**config.mk**
```make
export PLATFORM = sky130hd
export DESIGN_NAME = ahb2axi_cmd
export DESIGN_NICKNAME = d
export VERILOG_FILES = /design/src/rtl/ahb2axi_cmd.sv
export SDC_FILE = /design/constraint.sdc
export NUM_CORES = 1
export LEC_CHECK = 0
export CAP_MARGIN = 20
export CORE_MARGIN = 4
export CORE_UTILIZATION = 26
export CTS_CLUSTER_DIAMETER = 200
export DETAILED_ROUTE_END_ITERATION = 8
export HOLD_SLACK_MARGIN = 0.06
export PLACE_DENSITY_LB_ADDON = 0.12
export SYNTH_ARGS = -nofsm -noshare
export SYNTH_HDL_FRONTEND = slang
export SYNTH_SLANG_ARGS = --single-unit
```
**constraint.sdc**
```tcl
create_clock -name clk -period 4.2 [get_ports clk]
set_input_delay 0.63 -clock clk [delete_from_list [all_inputs] [get_ports clk]]
set_output_delay 0.63 -clock clk [all_outputs]
set_load 0.005 [all_outputs]
```
**src/rtl/ahb2axi_cmd.sv**
```systemverilog
// AHB address-phase to AXI AW/AR command bridge.
// Legal NONSEQ starts are queued in a small FIFO and issued in order on the
// AXI channel matching each command's direction. Illegal starts get a
// two-cycle AHB ERROR response. When the FIFO is full, the AHB side stalls
// with the command held in a pending register.
module ahb2axi_cmd #(
    parameter int ID_BITS   = 4,
    parameter int ADDR_BITS = 32,
    parameter int CMD_DEPTH = 4,
    parameter int AXI_ID    = 0
) (
    input  logic                 clk,
    input  logic                 reset,
    input  logic                 HSEL,
    input  logic [1:0]           HTRANS,
    input  logic                 HWRITE,
    input  logic [ADDR_BITS-1:0] HADDR,
    input  logic [2:0]           HBURST,
    input  logic [2:0]           HSIZE,
    input  logic                 HREADY,
    output logic                 HREADYOUT,
    output logic                 HRESP,
    output logic [ID_BITS-1:0]   AWID,
    output logic [ADDR_BITS-1:0] AWADDR,
    output logic [3:0]           AWLEN,
    output logic [1:0]           AWSIZE,
    output logic                 AWVALID,
    input  logic                 AWREADY,
    output logic [ID_BITS-1:0]   ARID,
    output logic [ADDR_BITS-1:0] ARADDR,
    output logic [3:0]           ARLEN,
    output logic [1:0]           ARSIZE,
    output logic                 ARVALID,
    input  logic                 ARREADY,
    output logic                 dcmd_valid,
    output logic                 dcmd_read,
    output logic [3:0]           dcmd_len
);

    localparam int PTR_BITS   = $clog2(CMD_DEPTH);
    localparam int ENTRY_BITS = ADDR_BITS + 7;

    typedef enum logic [1:0] {S_IDLE, S_STALL, S_ERR1, S_ERR2} state_t;

    state_t state_q, state_d;

    // Decoded address phase
    logic                  start;
    logic                  burst_err;
    logic                  align_err;
    logic                  cmd_err;
    logic [3:0]            cmd_len;
    logic [ENTRY_BITS-1:0] new_entry;

    // FIFO
    logic [ENTRY_BITS-1:0] mem_q [CMD_DEPTH];
    logic [PTR_BITS:0]     wr_ptr_q, wr_ptr_d;
    logic [PTR_BITS:0]     rd_ptr_q, rd_ptr_d;
    logic                  fifo_full;
    logic                  fifo_empty;
    logic                  push;
    logic                  pop;
    logic [ENTRY_BITS-1:0] push_data;
    logic [ENTRY_BITS-1:0] head;

    // Pending command held while stalled
    logic [ENTRY_BITS-1:0] pend_q, pend_d;
    logic                  pend_load;

    // Registered AXI command output stage
    logic                  aw_valid_q, aw_valid_d;
    logic                  ar_valid_q, ar_valid_d;
    logic [ADDR_BITS-1:0]  addr_q, addr_d;
    logic [3:0]            len_q, len_d;
    logic [1:0]            size_q, size_d;
    logic                  read_q, read_d;
    logic                  handshake;

    assign start = HSEL & HREADY & (HTRANS == 2'b10);

    // Burst-to-length mapping; unsupported bursts flag an error
    always_comb begin
        cmd_len   = '0;
        burst_err = 1'b0;
        case (HBURST)
            3'd0:    cmd_len = 4'd0;
            3'd3:    cmd_len = 4'd3;
            3'd5:    cmd_len = 4'd7;
            3'd7:    cmd_len = 4'd15;
            default: burst_err = 1'b1;
        endcase
    end

    // Address must be aligned to the transfer size
    always_comb begin
        align_err = 1'b0;
        case (HSIZE)
            3'd1:    align_err = HADDR[0];
            3'd2:    align_err = |HADDR[1:0];
            3'd3:    align_err = |HADDR[2:0];
            default: align_err = 1'b0;
        endcase
    end

    assign cmd_err   = burst_err | HSIZE[2] | align_err;
    assign new_entry = {HADDR, cmd_len, HSIZE[1:0], ~HWRITE};

    // Full/empty come from the registered pointers, so a pop never frees
    // space for a push in the same cycle.
    assign fifo_empty = (wr_ptr_q == rd_ptr_q);
    assign fifo_full  = (wr_ptr_q[PTR_BITS] != rd_ptr_q[PTR_BITS]) &&
                        (wr_ptr_q[PTR_BITS-1:0] == rd_ptr_q[PTR_BITS-1:0]);
    assign head       = mem_q[rd_ptr_q[PTR_BITS-1:0]];

    // AHB response FSM: next state, FIFO push and slave response
    always_comb begin
        state_d   = state_q;
        push      = 1'b0;
        push_data = new_entry;
        pend_load = 1'b0;
        HREADYOUT = 1'b1;
        HRESP     = 1'b0;
        case (state_q)
            S_IDLE, S_ERR2: begin
                HRESP   = (state_q == S_ERR2);
                state_d = S_IDLE;
                if (start) begin
                    if (cmd_err) begin
                        state_d = S_ERR1;
                    end else if (!fifo_full) begin
                        push = 1'b1;
                    end else begin
                        pend_load = 1'b1;
                        state_d   = S_STALL;
                    end
                end
            end
            S_STALL: begin
                HREADYOUT = 1'b0;
                push_data = pend_q;
                if (!fifo_full) begin
                    push    = 1'b1;
                    state_d = S_IDLE;
                end
            end
            S_ERR1: begin
                HREADYOUT = 1'b0;
                HRESP     = 1'b1;
                state_d   = S_ERR2;
            end
            default: state_d = S_IDLE;
        endcase
    end

    // FSM state register
    always_ff @(posedge clk) begin
        if (reset) state_q <= S_IDLE;
        else       state_q <= state_d;
    end

    // Pending command next value
    always_comb begin
        pend_d = pend_q;
        if (pend_load) pend_d = new_entry;
    end

    // Pending command register
    always_ff @(posedge clk) begin
        if (reset) pend_q <= '0;
        else       pend_q <= pend_d;
    end

    // FIFO storage write; contents need no reset since pointers gate reads
    always_ff @(posedge clk) begin
        if (push) mem_q[wr_ptr_q[PTR_BITS-1:0]] <= push_data;
    end

    // FIFO pointer next values
    always_comb begin
        wr_ptr_d = wr_ptr_q;
        rd_ptr_d = rd_ptr_q;
        if (push) wr_ptr_d = wr_ptr_q + 1'b1;
        if (pop)  rd_ptr_d = rd_ptr_q + 1'b1;
    end

    // FIFO pointer registers
    always_ff @(posedge clk) begin
        if (reset) begin
            wr_ptr_q <= '0;
            rd_ptr_q <= '0;
        end else begin
            wr_ptr_q <= wr_ptr_d;
            rd_ptr_q <= rd_ptr_d;
        end
    end

    assign handshake = (aw_valid_q & AWREADY) | (ar_valid_q & ARREADY);
    assign pop       = handshake;

    // Output stage: load the head when idle, hold until handshake, then
    // drop VALID for one cycle before presenting the next head.
    always_comb begin
        aw_valid_d = aw_valid_q;
        ar_valid_d = ar_valid_q;
        addr_d     = addr_q;
        len_d      = len_q;
        size_d     = size_q;
        read_d     = read_q;
        if (handshake) begin
            aw_valid_d = 1'b0;
            ar_valid_d = 1'b0;
        end else if (!aw_valid_q && !ar_valid_q && !fifo_empty) begin
            addr_d     = head[ENTRY_BITS-1:7];
            len_d      = head[6:3];
            size_d     = head[2:1];
            read_d     = head[0];
            aw_valid_d = ~head[0];
            ar_valid_d = head[0];
        end
    end

    // Output stage registers
    always_ff @(posedge clk) begin
        if (reset) begin
            aw_valid_q <= 1'b0;
            ar_valid_q <= 1'b0;
            addr_q     <= '0;
            len_q      <= '0;
            size_q     <= '0;
            read_q     <= 1'b0;
        end else begin
            aw_valid_q <= aw_valid_d;
            ar_valid_q <= ar_valid_d;
            addr_q     <= addr_d;
            len_q      <= len_d;
            size_q     <= size_d;
            read_q     <= read_d;
        end
    end

    assign AWID       = ID_BITS'(AXI_ID);
    assign ARID       = ID_BITS'(AXI_ID);
    assign AWADDR     = addr_q;
    assign ARADDR     = addr_q;
    assign AWLEN      = len_q;
    assign ARLEN      = len_q;
    assign AWSIZE     = size_q;
    assign ARSIZE     = size_q;
    assign AWVALID    = aw_valid_q;
    assign ARVALID    = ar_valid_q;
    assign dcmd_valid = handshake & ~reset;
    assign dcmd_read  = read_q;
    assign dcmd_len   = len_q;

endmodule
```
==> run metrics <==
worst-margin pin slew 0.968 ns; final layout net count 823; Setup TNS 0 ns; Setup-failing EPs final 0; number of global-route vias before repair 5808; core region area 0.0366 mm²; CTS tree yes; Placement Cell Area 0.0112 mm²; fillers 3543; FFs w/ async S/R, synth 0%; gpl congestion 0.668; CTS Hold Buffers Added 0; CP cell instances clkdlybuf4s50_1, or3_4, a211oi_4, a31oi_2, nor3_2, and2_2, buf_4; crit-path max FO 21; root buffer cell clkbuf_16; layout cells sized above 1 17.9%; Pins Over Slew Limit 0; Layout area overhead 25.2%; DR vias/cell 4.33; Synthesis Warnings 0; compound-cell area share of the yosys netlist 3.44%; IO Port Bufs 132; Worst EP required 4.38 ns; aggregate routed wire length 22100 µm; 1st-iter DRT viols 221; Area contributors post-synth edfxtp_1 (47%), dfxtp_1 (18%), mux4_2 (8.9%), buf_4 (4.0%), mux2_2 (4.0%); critical path type in2reg; Syn Std Cell Area 0.00967 mm²; largest net degree at the start of global routing 58; total grt overflow 0; dpl hpwl 14700 µm; cell taking the most area after synthesis edfxtp_1; Fmax achieved 356 MHz; unrepaired setup endpoints after global routing no; via count 5432; combinational family with the most area after synthesis multiplexers; placed cell count 1207; die area 0.0403 mm²; Pwr Total 5.02 mW; Inserted Clock Buffers 27; #FFs+latches synth 240; Synth Area in Simple Gates 7.13%; Gate Count Post-Synth 673; final worst-path cycle share 66.9%; initial antenna violation count 0; first-pass GRT wire length 34500 µm; final hold viol count 0; final instance area 0.0121 mm²; TritonCTS Sinks 240; post_cts resized 0; sequential share of the synthesized area 65.4%; Initial Utilization 26.4%; post-layout instance count excluding filler cells 1255; mux contribution to synthesized area 16.8%; Slew headroom 35.5%; slowest CP cell clkdlybuf4s50_1; Worst setup EP type register; post-synth cell types 41; All-Layer GR Usage 10.7%; CTS clk-pin slew, worst paths 0.06 ns; row cnt 70; Pwr Density 414 mW/mm²; DR WL/cell 17.6 µm; htree depth 1; Ant. Diodes 0; drt first pass iters 4; clk_lat worst skew 0.52 ns; adder-cell share of the synthesized area 1.04%; CTS Buffer Depth 3; shortest period the worst path allows 2.81 ns; die height 201 µm; post-CTS setup buffers 0; Slowest Stage Delay on Critical Path 0.46 ns; Yosys top cell area share 47.2%; arrival time worst endpoint 2.99 ns; status finished, final reports clean; Final Core Density 33.1%; Synth Area in XOR/XNOR 0.453%; Worst Hold Class reg2reg; I/O Pins 141; Leakage 4.10 nW; Max VDD drop 0.257 mV; syn_area_per_cell 14.4 µm²; number of synthesized flops with an enable pin 152; skew final 0.0112 ns; ys flop type edfxtp_1; Die W 201 µm; Max-cap violations 0; # DRC 0; CP Launch Type input pin; Worst R2R Setup Slack 1.59 ns; post-route antenna net violation count 0
## metal layers
metal,share of wire [%],vias up,GRT usage (%)
met4,1.6,0,2.41
met2,51,106,19.4
met1,43,2726,13.5
met5,0,-,0
li1,-,2570,-
met3,4.2,30,1.73
## power by group
group / internal (mW) / total (mW) / switching (mW) / leakage, nW
logic: 0.0847 / 0.164 / 0.0789 / 1.58
registers: 2.51 / 2.52 / 0.00852 / 2.08
clock network: 1.44 / 2.33 / 0.899 / 0.440
total: 4.03 / 5.02 / 0.986 / 4.10
## cell families (layout without fill, tap and decap cells)
group / Yosys count / after routing
simple gates: 159 / 159
flops: 240 / 240
other cells: 1 / 8
mux: 110 / 110
compound gates: 58 / 58
xor+xnor: 5 / 5
buf+inv: 92 / 199
fa+ha+maj: 8 / 8
## stage by stage
step,setup WS (ns),hold slack [ns]
final,1.39,0.455
after detailed placement,0.847,0.447
after CTS,1.40,0.455
after global routing,1.28,0.469
after floorplan,0.834,0.436
after global placement,0.932,0.442
## layout make-up
type	instances	area, µm²	area share (%)
Clock buffer	32	704	5.82
Clock inverter	16	180	1.49
Inverter	6	22.5	0.186
Multi-Input combinational cell	348	2840	23.5
Sequential cell	240	6330	52.3
Tap cell	468	586	4.84
Timing Repair Buffer	145	1440	11.9
## sequential cells by signal, indices dropped and copies added (netlist names), named ones only
| register | flops |
|---|---|
| ARVALID | 1 |
| mem_q | 152 |
| pend_q | 38 |
| dcmd_read | 1 |
| AWVALID | 1 |
| rd_ptr_q | 3 |
| state_q | 2 |
| ARSIZE | 2 |
| wr_ptr_q | 3 |
| ARADDR | 32 |
| ARLEN | 3 |
## path summary, 6_finish.rpt
kind	from	to	depth (start not counted)
worst min register to register	pend_q[4]	pend_q[4]	2
worst max register to register	state_q[0]	mem_q[0][14]	8
worst min-delay path	pend_q[4]	pend_q[4]	2
worst max-delay path	HBURST[0]	mem_q[0][14]	7
## critical path, delay by kind of cell
| kind | cells | cell delay, ns |
|---|---|---|
| AND/OR/NAND/NOR | 3 | 1.02 |
| buffers and inverters | 2 | 0.79 |
| AO/OA/AOI/OAI | 2 | 0.56 |
## Yosys cell counts, types with 2 or more instances
| master | number |
|---|---|
| nand2_1 | 92 |
| buf_1 | 4 |
| mux2_2 | 34 |
| buf_4 | 52 |
| or2_0 | 3 |
| and2_1 | 3 |
| mux2_1 | 2 |
| o21ai_0 | 3 |
| nor2_1 | 45 |
| xnor2_1 | 4 |
| dfxtp_1 | 88 |
| edfxtp_1 | 152 |
| ha_1 | 8 |
| a311oi_1 | 2 |
| mux2i_1 | 36 |
| inv_1 | 6 |
| clkbuf_1 | 22 |
| nor3_1 | 2 |
| nand2b_1 | 4 |
| buf_2 | 8 |
| mux4_2 | 38 |
| a21oi_1 | 45 |
| nor2b_1 | 2 |
## cells in the final DEF (no fill, tap or decap), types with 2 or more instances in the layout
cell type | synthesis | layout
nand2b_1 | 4 | 3
bufinv_16 | 0 | 4
clkinv_1 | 0 | 4
buf_12 | 0 | 2
a21oi_1 | 45 | 45
nand2_1 | 92 | 92
and2_2 | 0 | 3
clkdlybuf4s50_1 | 0 | 131
mux2i_1 | 36 | 36
dfxtp_1 | 88 | 86
clkbuf_16 | 0 | 27
conb_1 | 1 | 8
clkbuf_1 | 22 | 4
or2_0 | 3 | 3
xnor2_1 | 4 | 4
inv_1 | 6 | 6
ha_1 | 8 | 7
mux4_2 | 38 | 38
nor3_1 | 2 | 2
buf_4 | 52 | 12
mux2_1 | 2 | 2
clkinv_2 | 0 | 6
o21ai_0 | 3 | 3
a311oi_1 | 2 | 2
mux2_2 | 34 | 34
edfxtp_1 | 152 | 152
nor2_1 | 45 | 45
No activity file was read; power rests on OpenSTA's default activity.
